$ cat src/rtl/display_clock_supervisor.sv
// Lock supervisor for the display MMCM.
// Runs on the free-running board clock. It pulses the MMCM reset, waits for LOCKED,
// qualifies lock stability, and retries failed attempts. It raises a sticky fault
// once the retry budget is used up.
module display_clock_supervisor #(
  parameter int RST_CYCLES    = 16,
  parameter int LOCK_TIMEOUT  = 100000,
  parameter int STABLE_CYCLES = 1024,
  parameter int MAX_RETRIES   = 7
) (
  input  logic       i_clk,
  input  logic       i_rst_n,
  input  logic       i_locked,
  input  logic       i_restart,
  output logic       o_mmcm_rst,
  output logic       o_clk_ok,
  output logic       o_lost,
  output logic       o_fault,
  output logic [3:0] o_retries
);

  // One shared counter, sized for the longest of the three intervals.
  localparam int MAX_AB  = (RST_CYCLES > LOCK_TIMEOUT) ? RST_CYCLES : LOCK_TIMEOUT;
  localparam int MAX_CNT = (MAX_AB > STABLE_CYCLES) ? MAX_AB : STABLE_CYCLES;
  localparam int CNT_W   = $clog2(MAX_CNT + 1);

  // Each interval ends on the edge where the counter holds its last value (N-1).
  localparam logic [CNT_W-1:0] RST_LAST     = CNT_W'(RST_CYCLES - 1);
  localparam logic [CNT_W-1:0] TIMEOUT_LAST = CNT_W'(LOCK_TIMEOUT - 1);
  localparam logic [CNT_W-1:0] STABLE_LAST  = CNT_W'(STABLE_CYCLES - 1);
  localparam logic [3:0]       RETRY_LIMIT  = 4'(MAX_RETRIES);

  typedef enum logic [2:0] {
    ST_RESET,
    ST_WAIT_LOCK,
    ST_STABLE,
    ST_RUN,
    ST_FAULT
  } state_e;

  state_e           state_q, state_d;
  logic [CNT_W-1:0] cnt_q, cnt_d;
  logic [3:0]       retries_q, retries_d;
  logic [1:0]       sync_q;
  logic             locked_s;
  logic             fail;
  logic             mmcm_rst_q, mmcm_rst_d;
  logic             clk_ok_q, clk_ok_d;
  logic             lost_q, lost_d;
  logic             fault_q, fault_d;

  assign locked_s = sync_q[1];

  // Two-flop synchronizer for the asynchronous MMCM LOCKED signal.
  // NOTE: sequential state uses non-blocking assignments so every flop samples pre-edge values.
  always_ff @(posedge i_clk or negedge i_rst_n) begin
    if (!i_rst_n) begin
      sync_q <= 2'b00;
    end else begin
      sync_q <= {sync_q[0], i_locked};
    end
  end

  // Next state, counter, retry count and registered output values.
  // NOTE: every variable gets a default at the top so no path can infer a latch.
  always_comb begin
    state_d   = state_q;
    cnt_d     = cnt_q;
    retries_d = retries_q;
    lost_d    = 1'b0;
    fail      = 1'b0;

    unique case (state_q)
      ST_RESET: begin
        if (cnt_q == RST_LAST) state_d = ST_WAIT_LOCK;
        else                   cnt_d   = cnt_q + CNT_W'(1);
      end
      ST_WAIT_LOCK: begin
        if (locked_s)                   state_d = ST_STABLE;
        else if (cnt_q == TIMEOUT_LAST) fail    = 1'b1;
        else                            cnt_d   = cnt_q + CNT_W'(1);
      end
      ST_STABLE: begin
        if (!locked_s)                 fail    = 1'b1;
        else if (cnt_q == STABLE_LAST) state_d = ST_RUN;
        else                           cnt_d   = cnt_q + CNT_W'(1);
      end
      ST_RUN: begin
        // A lock drop while running re-arms the sequence and is not counted as a retry.
        if (!locked_s) begin
          state_d = ST_RESET;
          lost_d  = 1'b1;
        end
      end
      ST_FAULT: ;
      default: state_d = ST_RESET;
    endcase

    // A failed attempt bumps the saturating retry count and may exhaust the budget.
    if (fail) begin
      retries_d = (retries_q == 4'hF) ? 4'hF : retries_q + 4'd1;
      state_d   = (retries_d == RETRY_LIMIT) ? ST_FAULT : ST_RESET;
    end

    // A successful qualification forgets earlier failures.
    if (state_d == ST_RUN && state_q != ST_RUN) retries_d = 4'd0;

    // Restart overrides every event that coincides with it on the same edge.
    if (i_restart) begin
      state_d   = ST_RESET;
      retries_d = 4'd0;
      lost_d    = 1'b0;
    end

    if (state_d != state_q || i_restart) cnt_d = '0;

    mmcm_rst_d = (state_d == ST_RESET) || (state_d == ST_FAULT);
    clk_ok_d   = (state_d == ST_RUN);
    fault_d    = (state_d == ST_FAULT);
  end

  // State, counter and registered outputs.
  always_ff @(posedge i_clk or negedge i_rst_n) begin
    if (!i_rst_n) begin
      state_q    <= ST_RESET;
      cnt_q      <= '0;
      retries_q  <= 4'd0;
      mmcm_rst_q <= 1'b1;
      clk_ok_q   <= 1'b0;
      lost_q     <= 1'b0;
      fault_q    <= 1'b0;
    end else begin
      state_q    <= state_d;
      cnt_q      <= cnt_d;
      retries_q  <= retries_d;
      mmcm_rst_q <= mmcm_rst_d;
      clk_ok_q   <= clk_ok_d;
      lost_q     <= lost_d;
      fault_q    <= fault_d;
    end
  end

  assign o_mmcm_rst = mmcm_rst_q;
  assign o_clk_ok   = clk_ok_q;
  assign o_lost     = lost_q;
  assign o_fault    = fault_q;
  assign o_retries  = retries_q;

endmodule

$ cat config.mk
export PLATFORM = sky130hd
export DESIGN_NAME = display_clock_supervisor
export DESIGN_NICKNAME = d
export VERILOG_FILES = /design/src/rtl/display_clock_supervisor.sv
export SDC_FILE = /design/constraint.sdc
export NUM_CORES = 1
export LEC_CHECK = 0
export CORE_MARGIN = 1.5
export CORE_UTILIZATION = 60
export CTS_BUF_LIST = sky130_fd_sc_hd__clkbuf_8
export CTS_CLUSTER_DIAMETER = 120
export DETAILED_ROUTE_END_ITERATION = 6
export PLACE_DENSITY = 0.91
export SYNTH_ARGS = -nofsm -noshare
export SYNTH_HDL_FRONTEND = slang
export SYNTH_SLANG_ARGS = --single-unit
$ cat constraint.sdc
create_clock -name i_clk -period 3.1 [get_ports i_clk]
set_input_delay 0.31 -clock i_clk [delete_from_list [all_inputs] [get_ports i_clk]]
set_output_delay 0.31 -clock i_clk [all_outputs]
set_load 0.02 [all_outputs]
-- Word level (Yosys, flattened, before mapping)
Cells that the tools add are included.
W data, S select, Z words.
- register bits: 30
- input port bits: 4
- logic and storage cells: 63
- add/subtract/negate cells: 2
- equality and inequality tests: 19
- muxes and demuxes: 26
- reductions and logical operators: 8
- operator list (cell ; number):
    $mux W17 ; 6
    $pmux W17 S3 ; 1
    $mux W3 ; 8
    $add A17 B1 Y17 const B ; 1
    $eq A17 B10 Y1 const B ; 1
    $eq A17 B17 Y1 const B ; 1
    $eq A17 B4 Y1 const B ; 1
    $mux W4 ; 4
    $ne A3 B3 Y1 const B ; 5
    $pmux W3 S5 ; 1
    $eq A3 B2 Y1 const B ; 4
    $eq A3 B3 Y1 const B ; 2
    $logic_not A3 Y1 ; 2
    $reduce_and A6 Y1 ; 1
    $mux W1 ; 5
    $add A4 B1 Y4 const B ; 1
    $eq A4 B3 Y1 const B ; 1
    $eq A4 B4 Y1 const B ; 1
    $reduce_bool A4 Y1 ; 1
    $eq A3 B1 Y1 const B ; 1
    $ne A3 B2 Y1 const B ; 1
    $ne A3 B3 Y1 ; 1
    $reduce_bool A3 Y1 ; 1
    $logic_or A1 B1 Y1 ; 2
    other kinds (2) ; 2

-- Logic depth before layout (Yosys ltp)
- depth after elaboration: 10
- mapped depth: 8
- gate-level depth less buffers: 7

-- Least setup slack after synthesis
OpenSTA, ideal clock, no wires.
- kind: register to register
- start: reg cnt_q[0]
- end: reg cnt_q[0]
- library setup time: 0.119 ns
- data arrival time: 2.243 ns
- required time: 2.981 ns
- setup slack: 0.738 ns
- stages on the path, launching flop included: 9
- buffers on the path: 1
- path through: dfrtp_1 > ha_1 > and3_1 > and2_1 > a31oi_1 > o211a_4 > mux2i_4 > buf_6 > nor2_1
- longest elaborated chain between the ends: 10
- elaborated cells on any way between the ends: 29
- those cells by class: 1 x add/sub; 9 x eq/ne; 16 x mux; 3 x reduce/logical
- ends and longest elaborated chain (item ; RTL line ; source):
    start, declared ; 42 ; logic [CNT_W-1:0] cnt_q, cnt_d;
    start signal, assigned ; 134 ; cnt_q <= cnt_d;
    $eq A17 B10 Y1 / $eq A17 B17 Y1 (equally long branches) ; 85, 80 ;
    $mux W3 / $mux W1 (equally long branches) ; 85, 80 ;
    $mux W3 / $mux W1 (equally long branches) ; 84, 79 ;
    $pmux W3 S5 / $pmux W1 S2 (equally long branches) ; 73 ; unique case (state_q)
    $mux W3 * ; 100 ; if (fail) begin
    $mux W3 * ; 109 ; if (i_restart) begin
    net state_d[0] ; 41 ; state_e state_q, state_d;
    $ne A3 B3 Y1 * ; 115 ; if (state_d != state_q || i_restart) cnt_d = '0;
    $logic_or A1 B1 Y1 * ; 115 ;
    $ne A3 B3 Y1 (no line) / $reduce_bool A4 Y1 (equally long branches) ; n/a ;
    $reduce_and A6 Y1 (no line) ; n/a ;
The timed path passes the listed nets; every way through them passes the cells marked *. The select of a mux whose other input is x is not followed.
A chain may end at the register's enable or synchronous reset.

-- Worst setup path in the final report
- start: reg cnt_q[0]
- end: reg cnt_q[11]
The elaborated chain is that of the path after synthesis.

==> metrics.yaml <==
status: "finished clean"
synth_area_per_cell_um2: 9.55
io_pins: 12
synth_edf_count: 0
hold_viol: 0
critPathArrivalTime_ns: 2.86
yosys_warnings: 0
path_cells: "ha_1 > and3_1 > and2_1 > a31oi_1 > o211a_4 > mux2i_4 > nor2_1"
clkSinkCount: 30
yosysSeqAreaShare: 0.469
fin_nets: 191
worst_slew_pin_slew_ns: 0.742
synth_cell_types: 40
power_density_nw_per_um2: 394
finalSetupViolCount: 0
antenna_found_initial: 0
std_cell_rows: 18
synth_area_leaders: "dfrtp_1, xnor2_1, nor2_1"
critical_path.startpoint_type: "flip-flop"
hold_buffers: 0
die_h_um: 54.7
final_antenna_net_count: 0
hpwl_mm: 2.51
syn_inst: 168
routed-via-count: 1347
max_stage_delay_ns: 0.62
hold_class: "reg2reg"
first_global_vias: 1302
grt_max_degree: 31
die_area_um2: 2990
tns_ns: 0
path_max_fanout: 17
drive_gt1_frac: 0.0811
p_leak_uw: 0.000756
routed_wl_mm: 3.59
overflow: 0
drcViolationCount: 0
core_um2: 2500
final_max_slew_viol_count: 0
start_util: 0.642
min_path_cells: 0
die_x_um: 54.7
relSlewSlack: 0.503
syn-cell-area_um2: 1600
ctsLongestPathBuffers: 2
critPathCaptureType: "flip-flop"
syn_to_final_growth_pct: 13.7
root_buffer: "clkbuf_8"
h-tree-depth: 2
dpl.cell_count: 208
ys.flop_type: "dfrtp_1"
ir_worst_vdd_mv: 0.450
skew_ns: 0.00758
ys_ff_latch: 30
async_flop_share: 1.00
clk_latency_ns: 0.29
place_ws_ns: 0.392
synth_top_area_frac: 0.452
numCtsBuffers: 5
critical_path_class: "reg2reg"
vias_per_cell: 6.27
dr.first_iter.drc_count: 34
grt_pass1_wl_mm: 5.62
postCtsResizedCells: 0
yosysTopAreaCell: "dfrtp_1"
setup_slack_ns: 0.379
timing.final.crit_share: 0.878
rsz0062_at_grt: "no"
fin_cells: 215
io_buffers: 11
cts_tree: "done"
syn-num-nets: 174
gp_congestion: 0.857
final.min_clock_period_ns: 2.72
track_usage: 0.276
clock.fmax_mhz: 368
post_cts_buffers: 0
dr.pass1.iters: 4
clk_pin_slew_worst_paths_ns: 0.06
n_antenna_cell: 0
reg2regPathDepth: 7
avgRoutedWirePerCell_um: 16.7
cpMaxStageDelayCell: "a31oi_1"
maxCapViolCount: 0
crit_required_ns: 3.24
## per-stage QoR
step | total power, uW | cell area (um2) | hold slack (ns) | utilization
global placement | 437 | 1750 | 0.345 | 0.699
detailed placement | 439 | 1750 | 0.338 | 0.699
CTS | 722 | 1820 | 0.361 | 0.729
finish | 719 | 1820 | 0.359 | 0.729
global route | 740 | 1820 | 0.375 | 0.729
floorplan | 423 | 1600 | 0.0144 | -
## worst max-delay path: cells and delay by family, from the launching register on
kind	cells	cell delay (ns)
AO/OA/AOI/OAI	2	0.94
multiplexers	1	0.50
AND/OR/NAND/NOR	3	0.47
flip-flops	1	0.42
adder cells (fa/ha/maj)	1	0.25
## cell usage in the layout, fill, tap and decap left out, drive strengths merged, types with 2 or more instances in the layout
| master | count |
|---|---|
| buf | 2 |
| nand2 | 8 |
| ha | 2 |
| clkdlybuf4s50 | 11 |
| nand4b | 3 |
| o21ai | 2 |
| or2 | 2 |
| nor4b | 2 |
| or3 | 3 |
| nand2b | 3 |
| a211oi | 3 |
| nand3 | 10 |
| nor4 | 8 |
| inv | 9 |
| nor2b | 3 |
| xnor2 | 13 |
| a21oi | 7 |
| and3 | 2 |
| xor2 | 3 |
| nand4 | 3 |
| dfrtp | 29 |
| clkbuf | 5 |
| mux2i | 2 |
| nor3 | 9 |
| nor2 | 28 |
## logic make-up after synthesis
logic type	Yosys count	synth area share
buffers and inverters	10	0.0289
DFF	30	0.469
muxes	2	0.0203
adders and majority gates	2	0.0156
and+or+nand+nor	89	0.294
AOI/OAI and AO/OA	19	0.0850
xor gates and xnor gates	16	0.0874
## power breakdown
group	switching [uW]	leakage [uW]	internal, uW
combinational	18.4	0.000301	11.1
sequential	5.81	0.000409	396
clock	140	0.0000466	147
## metal layers
| metal | part of all wire | up-vias | GRT usage |
|---|---|---|---|
| met5 | 0 | - | 0 |
| met4 | 0.026 | 0 | 0.188 |
| met3 | 0.056 | 13 | 0.0820 |
| met2 | 0.49 | 46 | 0.450 |
| met1 | 0.42 | 660 | 0.305 |
| li1 | - | 628 | - |
## state kept, by name, indices dropped and copies added (netlist names)
signal      cells
state_q         3
o_retries       4
cnt_q          17
sync_q          2
o_mmcm_rst      1
o_clk_ok        1
o_fault         1
o_lost          1
## synthesized netlist by cell type, types with 2 or more instances
cell type,instances
nor2_1,28
nand2b_1,3
o21ai_0,2
or3_1,3
xor2_1,3
dfrtp_1,29
a211oi_1,2
nand4_1,3
nor3_1,9
xnor2_1,13
nor4b_1,2
nand4b_1,3
inv_1,7
or2_2,2
nor4_1,8
ha_1,2
nor2b_1,3
nand2_1,8
a21oi_1,7
and3_1,2
nand3_1,10
## worst paths after layout
path	from	to	slack [ns]
setup / recovery	cnt_q[0]	cnt_q[11]	0.38
hold / removal	sync_q[0]	sync_q[1]	0.36
setup reg to reg	cnt_q[0]	cnt_q[11]	0.38
hold reg to reg	sync_q[0]	sync_q[1]	0.36
max in group asynchronous	i_rst_n	o_mmcm_rst	2.36
min in group asynchronous	i_rst_n	o_clk_ok	0.42
## area by class of cell
cell class | count | area [um2]
Sequential cell | 30 | 752
Inverter | 7 | 26.3
Clock buffer | 5 | 68.8
Clock inverter | 2 | 7.51
Tap cell | 30 | 37.5
Timing Repair Buffer | 13 | 125
Multi-Input combinational cell | 128 | 806
Fill cell | 179 | 677
Note: power is estimated with default switching activity, not from simulation.
